<file path="src/rtl/ser_tx_pkg.sv">
// Shared types and sizing helpers for the serial frame transmitter.
package ser_tx_pkg;

    typedef enum logic [1:0] {
        ST_IDLE  = 2'd0,
        ST_SHIFT = 2'd1,
        ST_GAP   = 2'd2
    } ser_tx_state_t;

    // Bits needed to count 0..n-1; never narrower than one bit.
    function automatic int cnt_width(input int n);
        return (n <= 2) ? 1 : $clog2(n);
    endfunction

    // Gap counter must be able to represent the full gap length, even when zero.
    function automatic int gap_width(input int idle_bits, input int clk_div);
        return cnt_width(idle_bits * clk_div + 1);
    endfunction

endpackage

</file>
<file path="src/rtl/ser_bit_timer.sv">
// Bit-period timing: divide counter, serial clock level and the per-period strobes.
// Strobes with a _d suffix describe the NEXT cycle so the parent can register its
// outputs and still have them line up with the divide count.
module ser_bit_timer
    import ser_tx_pkg::*;
#(
    parameter int CLK_DIV    = 4,
    parameter int TRANS_EDGE = 1,
    parameter int MID_CYCLE  = 0
) (
    input  logic clk,
    input  logic rstn,
    input  logic advance_i,     // currently shifting: divide counter runs this cycle
    input  logic run_i,         // shifting in the next cycle
    output logic ser_clk_o,     // registered serial clock
    output logic upd_d_o,       // next cycle is the data-update point
    output logic last_d_o,      // next cycle is the last of a bit period
    output logic period_end_o   // current cycle is the last of a bit period
);
    localparam int HALF    = CLK_DIV / 2;
    localparam int UPD_CNT = (MID_CYCLE != 0) ? HALF + HALF / 2 : HALF;
    localparam int DIV_W   = cnt_width(CLK_DIV);

    localparam logic [DIV_W-1:0] HALF_CNT = DIV_W'(HALF);
    localparam logic [DIV_W-1:0] UPD_VAL  = DIV_W'(UPD_CNT);
    localparam logic [DIV_W-1:0] LAST_CNT = DIV_W'(CLK_DIV - 1);
    localparam logic FIRST_LVL  = (TRANS_EDGE == 0);
    localparam logic SECOND_LVL = (TRANS_EDGE != 0);

    if ((CLK_DIV < 2) || (CLK_DIV % 2 != 0)) begin : g_bad_div
        $error("ser_bit_timer: CLK_DIV must be even and at least 2");
    end
    if ((MID_CYCLE != 0) && (CLK_DIV % 4 != 0)) begin : g_bad_mid
        $error("ser_bit_timer: MID_CYCLE needs CLK_DIV to be a multiple of 4");
    end

    logic [DIV_W-1:0] div_q, div_d;
    logic             ser_clk_q, ser_clk_d;
    logic             start_d, edge_d;

    // Divide counter advances only while shifting and restarts at 0 for every new frame.
    always_comb begin
        div_d = '0;
        if (advance_i && (div_q != LAST_CNT)) begin
            div_d = div_q + DIV_W'(1);
        end
    end

    assign start_d      = (div_d == '0);
    assign edge_d       = (div_d == HALF_CNT);
    assign upd_d_o      = (div_d == UPD_VAL);
    assign last_d_o     = (div_d == LAST_CNT);
    assign period_end_o = advance_i && (div_q == LAST_CNT);

    // Serial clock: first-half level at period start, flips at the half point, 1 when not shifting.
    always_comb begin
        ser_clk_d = ser_clk_q;
        if (!run_i) begin
            ser_clk_d = 1'b1;
        end else if (start_d) begin
            ser_clk_d = FIRST_LVL;
        end else if (edge_d) begin
            ser_clk_d = SECOND_LVL;
        end
    end

    // Counter and serial-clock registers.
    always_ff @(posedge clk or negedge rstn) begin
        if (!rstn) begin
            div_q     <= '0;
            ser_clk_q <= 1'b1;
        end else begin
            div_q     <= div_d;
            ser_clk_q <= ser_clk_d;
        end
    end

    assign ser_clk_o = ser_clk_q;

endmodule

</file>
<file path="src/rtl/ser_frame_tx.sv">
// Serial frame transmitter: accepts a word, shifts it out with an aligned serial
// clock, optionally idles for a gap and repeats the held word.
module ser_frame_tx
    import ser_tx_pkg::*;
#(
    parameter int DATA_WIDTH = 8,
    parameter int CLK_DIV    = 4,
    parameter int TRANS_EDGE = 1,
    parameter int MSB_FIRST  = 1,
    parameter int MID_CYCLE  = 0,
    parameter int IDLE_BITS  = 1
) (
    input  logic                  clk,
    input  logic                  rstn,
    input  logic [DATA_WIDTH-1:0] tx_data,
    input  logic                  tx_valid,
    output logic                  tx_ready,
    input  logic                  repeat_en,
    output logic                  ser_clk,
    output logic                  ser_data,
    output logic                  busy,
    output logic                  frame_done
);
    localparam int GAP_LEN  = IDLE_BITS * CLK_DIV;
    localparam int GAP_LAST = (GAP_LEN > 0) ? GAP_LEN - 1 : 0;
    localparam int BIT_W    = cnt_width(DATA_WIDTH);
    localparam int GAP_W    = gap_width(IDLE_BITS, CLK_DIV);

    localparam logic [BIT_W-1:0] LAST_BIT = BIT_W'(DATA_WIDTH - 1);
    localparam logic [GAP_W-1:0] GAP_END  = GAP_W'(GAP_LAST);

    if (DATA_WIDTH < 1) begin : g_bad_width
        $error("ser_frame_tx: DATA_WIDTH must be at least 1");
    end
    if (IDLE_BITS < 0) begin : g_bad_idle
        $error("ser_frame_tx: IDLE_BITS must not be negative");
    end

    ser_tx_state_t         state_q, state_d;
    logic [DATA_WIDTH-1:0] held_q, held_d;
    logic [BIT_W-1:0]      bit_q, bit_d, bit_idx;
    logic [GAP_W-1:0]      gap_q, gap_d;
    logic                  ser_data_q, ser_data_d;
    logic                  tx_ready_q, busy_q, frame_done_q, frame_done_d;
    logic                  upd_d, last_d, period_end;

    ser_bit_timer #(
        .CLK_DIV    (CLK_DIV),
        .TRANS_EDGE (TRANS_EDGE),
        .MID_CYCLE  (MID_CYCLE)
    ) u_timer (
        .clk          (clk),
        .rstn         (rstn),
        .advance_i    (state_q == ST_SHIFT),
        .run_i        (state_d == ST_SHIFT),
        .ser_clk_o    (ser_clk),
        .upd_d_o      (upd_d),
        .last_d_o     (last_d),
        .period_end_o (period_end)
    );

    // Next-state logic: handshake, bit stepping, gap timing and the repeat decision.
    always_comb begin
        state_d = state_q;
        held_d  = held_q;
        bit_d   = bit_q;
        gap_d   = gap_q;
        case (state_q)
            ST_IDLE: begin
                if (tx_valid && tx_ready_q) begin
                    state_d = ST_SHIFT;
                    held_d  = tx_data;
                    bit_d   = '0;
                end
            end
            ST_SHIFT: begin
                if (period_end) begin
                    if (bit_q == LAST_BIT) begin
                        bit_d = '0;
                        gap_d = '0;
                        if (GAP_LEN == 0) begin
                            state_d = repeat_en ? ST_SHIFT : ST_IDLE;
                        end else begin
                            state_d = ST_GAP;
                        end
                    end else begin
                        bit_d = bit_q + BIT_W'(1);
                    end
                end
            end
            ST_GAP: begin
                if (gap_q == GAP_END) begin
                    gap_d   = '0;
                    state_d = repeat_en ? ST_SHIFT : ST_IDLE;
                end else begin
                    gap_d = gap_q + GAP_W'(1);
                end
            end
            default: state_d = ST_IDLE;
        endcase
    end

    assign bit_idx = (MSB_FIRST != 0) ? (LAST_BIT - bit_d) : bit_d;

    // Output next values are derived from next state so registered outputs align with the counters.
    always_comb begin
        ser_data_d   = ser_data_q;
        frame_done_d = 1'b0;
        if (state_d == ST_IDLE) begin
            ser_data_d = 1'b1;
        end else if (state_d == ST_SHIFT) begin
            if (upd_d) begin
                ser_data_d = held_d[bit_idx];
            end
            frame_done_d = last_d && (bit_d == LAST_BIT);
        end
    end

    // State, counters, held word and registered outputs.
    always_ff @(posedge clk or negedge rstn) begin
        if (!rstn) begin
            state_q      <= ST_IDLE;
            held_q       <= '0;
            bit_q        <= '0;
            gap_q        <= '0;
            ser_data_q   <= 1'b1;
            tx_ready_q   <= 1'b1;
            busy_q       <= 1'b0;
            frame_done_q <= 1'b0;
        end else begin
            state_q      <= state_d;
            held_q       <= held_d;
            bit_q        <= bit_d;
            gap_q        <= gap_d;
            ser_data_q   <= ser_data_d;
            tx_ready_q   <= (state_d == ST_IDLE);
            busy_q       <= (state_d != ST_IDLE);
            frame_done_q <= frame_done_d;
        end
    end

    assign ser_data   = ser_data_q;
    assign tx_ready   = tx_ready_q;
    assign busy       = busy_q;
    assign frame_done = frame_done_q;

endmodule
</file>
<file path="config.mk">
export PLATFORM = sky130hd
export DESIGN_NAME = ser_frame_tx
export DESIGN_NICKNAME = d
export VERILOG_FILES = /design/src/rtl/ser_tx_pkg.sv /design/src/rtl/ser_bit_timer.sv /design/src/rtl/ser_frame_tx.sv
export SDC_FILE = /design/constraint.sdc
export NUM_CORES = 1
export LEC_CHECK = 0
export BUFFER_PORTS_ARGS = -buffer_cell sky130_fd_sc_hd__buf_2
export CORE_MARGIN = 2
export CORE_UTILIZATION = 45
export DETAILED_ROUTE_END_ITERATION = 10
export PLACE_DENSITY = 0.75
export SETUP_SLACK_MARGIN = 0.05
export SLEW_MARGIN = 20
export SYNTH_ARGS = -nofsm -noshare
export SYNTH_HDL_FRONTEND = slang
export SYNTH_HIERARCHICAL = 1
export SYNTH_SLANG_ARGS = --single-unit
</file>
<file path="constraint.sdc">
create_clock -name clk -period 2.2 [get_ports clk]
set_input_delay 0.22 -clock clk [delete_from_list [all_inputs] [get_ports clk]]
set_output_delay 0.22 -clock clk [all_outputs]
set_load 0.005 [all_outputs]
</file>
Yosys cells after proc, flatten, opt, wreduce, memory -nomap -nowiden
Cells that the tools add are included.
Storage, ports and cells
  register bits after elaboration: 23
Operators by class
  magnitude comparators: 1
  eq/ne operators: 13
  reduce and logical (&&, ||, !) cells: 13
  muxes and demuxes: 27
  add/subtract/negate cells: 4
Operators by type and width (count)
  $mux W3: 6
  $mux W8: 2
  $pmux W3 S2: 2
  $mux W1: 10
  $mux W2: 5
  $eq A2 B2 Y1 const B: 4
  $reduce_bool A2 Y1: 4
  $add A3 B1 Y3 const B: 2
  $eq A3 B3 Y1 const B: 2
  $logic_not A2 Y1: 3
  $ne A2 B2 Y1 const B: 3
  $pmux W2 S3: 1
  $eq A2 B1 Y1 const B: 2
  $logic_and A1 B1 Y1: 4
  $lt A3 B4 Y1 const B: 1
  $bmux W1 S3: 1
  $eq A3 B2 Y1 const B: 1
  $ne A3 B3 Y1 const B: 1
  $reduce_and A3 Y1: 1
  $sub A3 B3 Y3 const A: 1
  $add A2 B1 Y2 const B: 1
  $reduce_and A2 Y1: 1

Logic depth before layout (Yosys ltp)
  depth in word-level cells: 10
  mapped depth: 10
  mapped depth without buffers: 9

Cells and area by module
The synthesis kept the hierarchy.
Modules (own cells, without submodules)
  ser_frame_tx: area each 998.5 µm², instances 1, cells an instance 86
  ser_bit_timer: area each 143.9 µm², instances 1, cells an instance 12

Least setup slack after synthesis
Ideal clock, no wire load.
  path kind: reg-to-reg
  start point: register state_q[1]
  end point: register ser_data_q (netlist: ser_data)
  arrival: 2.035 ns
  setup slack: 0.078 ns
  required time: 2.112 ns
  period minus slack after synthesis: 2.122 ns
  stages on the path, launching flop included: 10
  path through: dfrtp_1 > buf_4 > nor2b_1 > and2_2 > inv_1 > nor4_1 > a21oi_1 > o21ai_1 > mux2_2 > a221oi_2
On the way
  cells in the longest elaborated chain, start to end: 10
RTL lines
  start, declared: RTL line ser_frame_tx.sv:39  | ser_tx_state_t state_q, state_d;
  start signal, assigned: RTL line ser_frame_tx.sv:131  | state_q <= state_d;
  $eq A2 B1 Y1: RTL line ser_frame_tx.sv:54  | .advance_i (state_q == ST_SHIFT),
  $logic_and A1 B1 Y1: RTL line ser_bit_timer.sv:53  | assign period_end_o = advance_i && (div_q == LAST_CNT);
  via period_end: RTL line ser_frame_tx.sv:45  | logic upd_d, last_d, period_end;
  $mux W3: RTL line ser_frame_tx.sv:77  | if (period_end) begin
  $pmux W3 S2: RTL line ser_frame_tx.sv:68  | case (state_q)
  via bit_d[0]: RTL line ser_frame_tx.sv:41  | logic [BIT_W-1:0] bit_q, bit_d, bit_idx;
  $sub A3 B3 Y3: RTL line ser_frame_tx.sv:103  | assign bit_idx = (MSB_FIRST != 0) ? (LAST_BIT - bit_d) : bit_d;
  $bmux W1 S3: RTL line ser_frame_tx.sv:113  | ser_data_d = held_d[bit_idx];
  $mux W1 (not written as such): RTL line ser_frame_tx.sv:113
  $mux W1: RTL line ser_frame_tx.sv:112  | if (upd_d) begin
  $mux W1: RTL line ser_frame_tx.sv:111  | end else if (state_d == ST_SHIFT) begin
  $mux W1: RTL line ser_frame_tx.sv:109  | if (state_d == ST_IDLE) begin
  end signal, assigned: RTL line ser_frame_tx.sv:135  | ser_data_q <= ser_data_d;
  end, declared: RTL line ser_frame_tx.sv:43  | logic ser_data_q, ser_data_d;
The timed path passes the listed nets, and every way through them passes these cells. The select of a mux whose other input is x is not followed.
A chain may end at the register's enable or synchronous reset.

Final worst setup path
  start point: register u_timer.div_q[0]
  end point: register ser_data_q (netlist: ser_data)
On the way
  cells in the longest elaborated chain, start to end: 10
RTL lines
  start, declared: RTL line ser_bit_timer.sv:37  | logic [DIV_W-1:0] div_q, div_d;
  start signal, assigned: RTL line ser_bit_timer.sv:73  | div_q <= div_d;
  $eq A2 B2 Y1: RTL line ser_bit_timer.sv:53
  $logic_and A1 B1 Y1: RTL line ser_bit_timer.sv:53
  via period_end: RTL line ser_frame_tx.sv:45
  $mux W3: RTL line ser_frame_tx.sv:77
  $pmux W3 S2: RTL line ser_frame_tx.sv:68
  via bit_d[2]: RTL line ser_frame_tx.sv:41
  $sub A3 B3 Y3: RTL line ser_frame_tx.sv:103
  $bmux W1 S3: RTL line ser_frame_tx.sv:113
  $mux W1 (not written as such): RTL line ser_frame_tx.sv:113
  $mux W1: RTL line ser_frame_tx.sv:112
  $mux W1: RTL line ser_frame_tx.sv:111
  $mux W1: RTL line ser_frame_tx.sv:109
The timed path passes the listed nets, and every way through them passes these cells. The select of a mux whose other input is x is not followed.

==> out/metrics.csv <==
metric;value;unit
status;finished clean;
period_share;95.6;%
switching_share;34.2;%
p_seq_share;41.3;%
die_h;54.4;µm
htree_num_levels;1;
final_common_cell;dfrtp_1;
synth_seq_area_share;50.7;%
multi_input_area;522;µm²
fin_skew;5.31;ps
fill_cells;219;
portBuffers;16;
routabilityCongestion;0.802;
vias;794;
slowest_delay;400;ps
regArea;579;µm²
p_sw;0.000534;W
syn_area;0.00114;mm²
combinationalPowerShare;46.1;%
cts.sinks;23;
layout.nets;139;
worst_pin_slew;503;ps
cts_buffers;3;
syn_inst;98;
ir_worst_vdd;0.000596;V
critPathRequiredTime;2430;ps
cts_tree;yes;
vias_per_cell;5.22;
dieArea;0.00296;mm²
clk_pin_slew_worst_paths;120;ps
worstSetupPathType;reg2reg;
path_max_fanout;5;
cap_violations;0;
n_antenna_cell;0;
setup_viol;0;
critPathCaptureType;flop;
min_path_cells;2;
initial_core_util;47.0;%
fin_tns_setup;0;ps
grt_overflow;0;
grt.total_usage;16.3;%
num_rows;18;
synth-seq-cells;23;
setup_ws;96.6;ps
drive_gt1_share;37.7;%
total_leakage_power;0.638;nW
min_period;2100;ps
grt_pass1_vias;775;
wl;2.09;mm
antenna_found_initial;0;
yosys_warnings;6;
ff2ff_path_depth;9;
crit_path_cell_trace;ha_1 -> and2_2 -> nand3b_1 -> mux2i_1 -> or2_4 -> clkinv_2 -> mux2i_1 -> mux2_2 -> a221oi_2;
dr.pass1.iters;4;
detail_route.wl_per_cell;13.8;µm
postRouteAntennaNets;0;
p_int;0.00103;W
clockPowerShare;12.5;%
rsz0062_at_grt;no;
most-common-layout-cells;dfrtp_1, buf_2, mux2_2, nor2_1, mux2i_1;
core;0.00243;mm²
design.portCount;17;
grt_max_degree;24;
synth_nets;114;
crit_path_top_delay_cell;dfrtp_1;
fin_area;0.00132;mm²
dpl.hpwl;1.51;mm
drtIter0Drc;13;
slew_viol_final;0;
area_delta_synth_final;15.9;%
cp-start-kind;flop;
dpl_cell_area;0.00125;mm²
min_path_type;in2reg;
cellPowerDensity;1180;mW/mm²
drc;0;
avgSynthCellArea;11.7;µm²
clock-root-buffer;clkbuf_4;
clkLatencyLatePin;310;ps
cp_common_cell;mux2i_1;
final_util;54.4;%
die_w;54.4;µm
final-hold-violation-count;0;
dp_slack;45.9;ps
slew_headroom;66.5;%
max_freq;0.475;GHz
grt_pass1_wl;3.33;mm
clockBufferDepth;2;
cp.arrival;2330;ps
yosysUniqueCellTypes;34;
[cells in the mapped netlist, drive strengths merged]
master,instances,area share (%)
and2b,1,0.66
nand2,6,2.0
buf,3,2.6
nor4,1,0.55
o22ai,2,1.1
ha,4,4.4
and2,2,1.2
a21o,1,0.66
dfrtp,20,44
and3,1,0.55
a221oi,1,1.3
o21ai,2,0.88
nor2b,2,1.1
mux2i,7,6.1
or2,1,0.77
nor2,8,2.6
o221a,1,0.99
nor3,2,1.3
a21boi,1,0.66
mux2,10,9.9
inv,5,1.6
a311o,2,1.8
a21oi,4,1.8
nand3,2,0.88
nand2b,1,0.55
clkinv,1,0.44
dfstp,3,6.9
nand3b,1,0.66
and3b,1,0.77
a22o,2,1.5
[layer usage]
metal	GRT usage [%]	routed length (µm)
met1	19.8	990
met2	26.5	995
met3	3.28	49
met4	10.0	57
met5	0	0
[critical path, delay by kind of cell (launching register included)]
family / cells / cell delay [ps]
muxes: 3 / 610
and+or+nand+nor: 3 / 460
DFF: 1 / 400
adders and majority gates: 1 / 220
AOI/OAI and AO/OA: 1 / 240
buffers and inverters: 1 / 100
[per-stage QoR]
step / std cells / power, W / hold slack, ps
after floorplan: 98 / 0.00117 / -75.6
after global placement: 144 / 0.00129 / 211
after detailed placement: 144 / 0.00133 / 222
after CTS: 150 / 0.00154 / 139
after global routing: 152 / 0.00168 / 138
final: 152 / 0.00156 / 138
[timing repair]
action                                 CTS  global route
endpoints found under the hold margin   20             0
pin swaps                                0             2
resized for setup                        1             2
setup endpoints to repair                1             1
hold buffers                             1             0
buffers inserted                         1             2
[worst paths after layout]
| path | start | end | slack (ps) |
|---|---|---|---|
| worst max-delay path | u_timer/div_q[0] | ser_data | 100 |
| worst min-delay path | tx_data[2] | held_q[2] | 140 |
| worst max register to register | u_timer/div_q[0] | ser_data | 100 |
| worst min register to register | held_q[2] | held_q[2] | 500 |
| max in group asynchronous | rstn | u_timer/ser_clk_o | 1450 |
| min in group asynchronous | rstn | held_q[3] | 390 |
[power groups by stage]
stage / Sequential, W / Clock [W] / Combinational, W
finish: 0.000645 / 0.000196 / 0.000720
global placement: 0.000656 / 0 / 0.000638
CTS: 0.000646 / 0.000200 / 0.000697
detailed placement: 0.000664 / 0 / 0.000663
global route: 0.000662 / 0.000220 / 0.000800
floorplan: 0.000651 / 0 / 0.000517
[flip-flops by register name, summed over array words and instances, names as in the netlist, 2 cells and up]
| name | flops |
|---|---|
| held_q | 8 |
| bit_q | 3 |
| gap_q | 3 |
| state_q | 2 |
| u_timer/div_q | 2 |
[final cells by class]
cell class                      count  area share, %
Sequential cell                    23           43.8
Multi-Input combinational cell     66           39.4
Timing Repair Buffer               23           10.2
Tap cell                           30           2.84
Clock buffer                        4           1.98
Inverter                            6           1.80
[cell families after synthesis]
| kind of cell | synth area share, % |
|---|---|
| AND/OR/NAND/NOR | 13.6 |
| buffers and inverters | 4.71 |
| AO/OA/AOI/OAI | 10.6 |
| multiplexers | 16.0 |
| flip-flops | 50.7 |
| adder cells (fa/ha/maj) | 4.38 |
(Power assumes the default switching activity.)
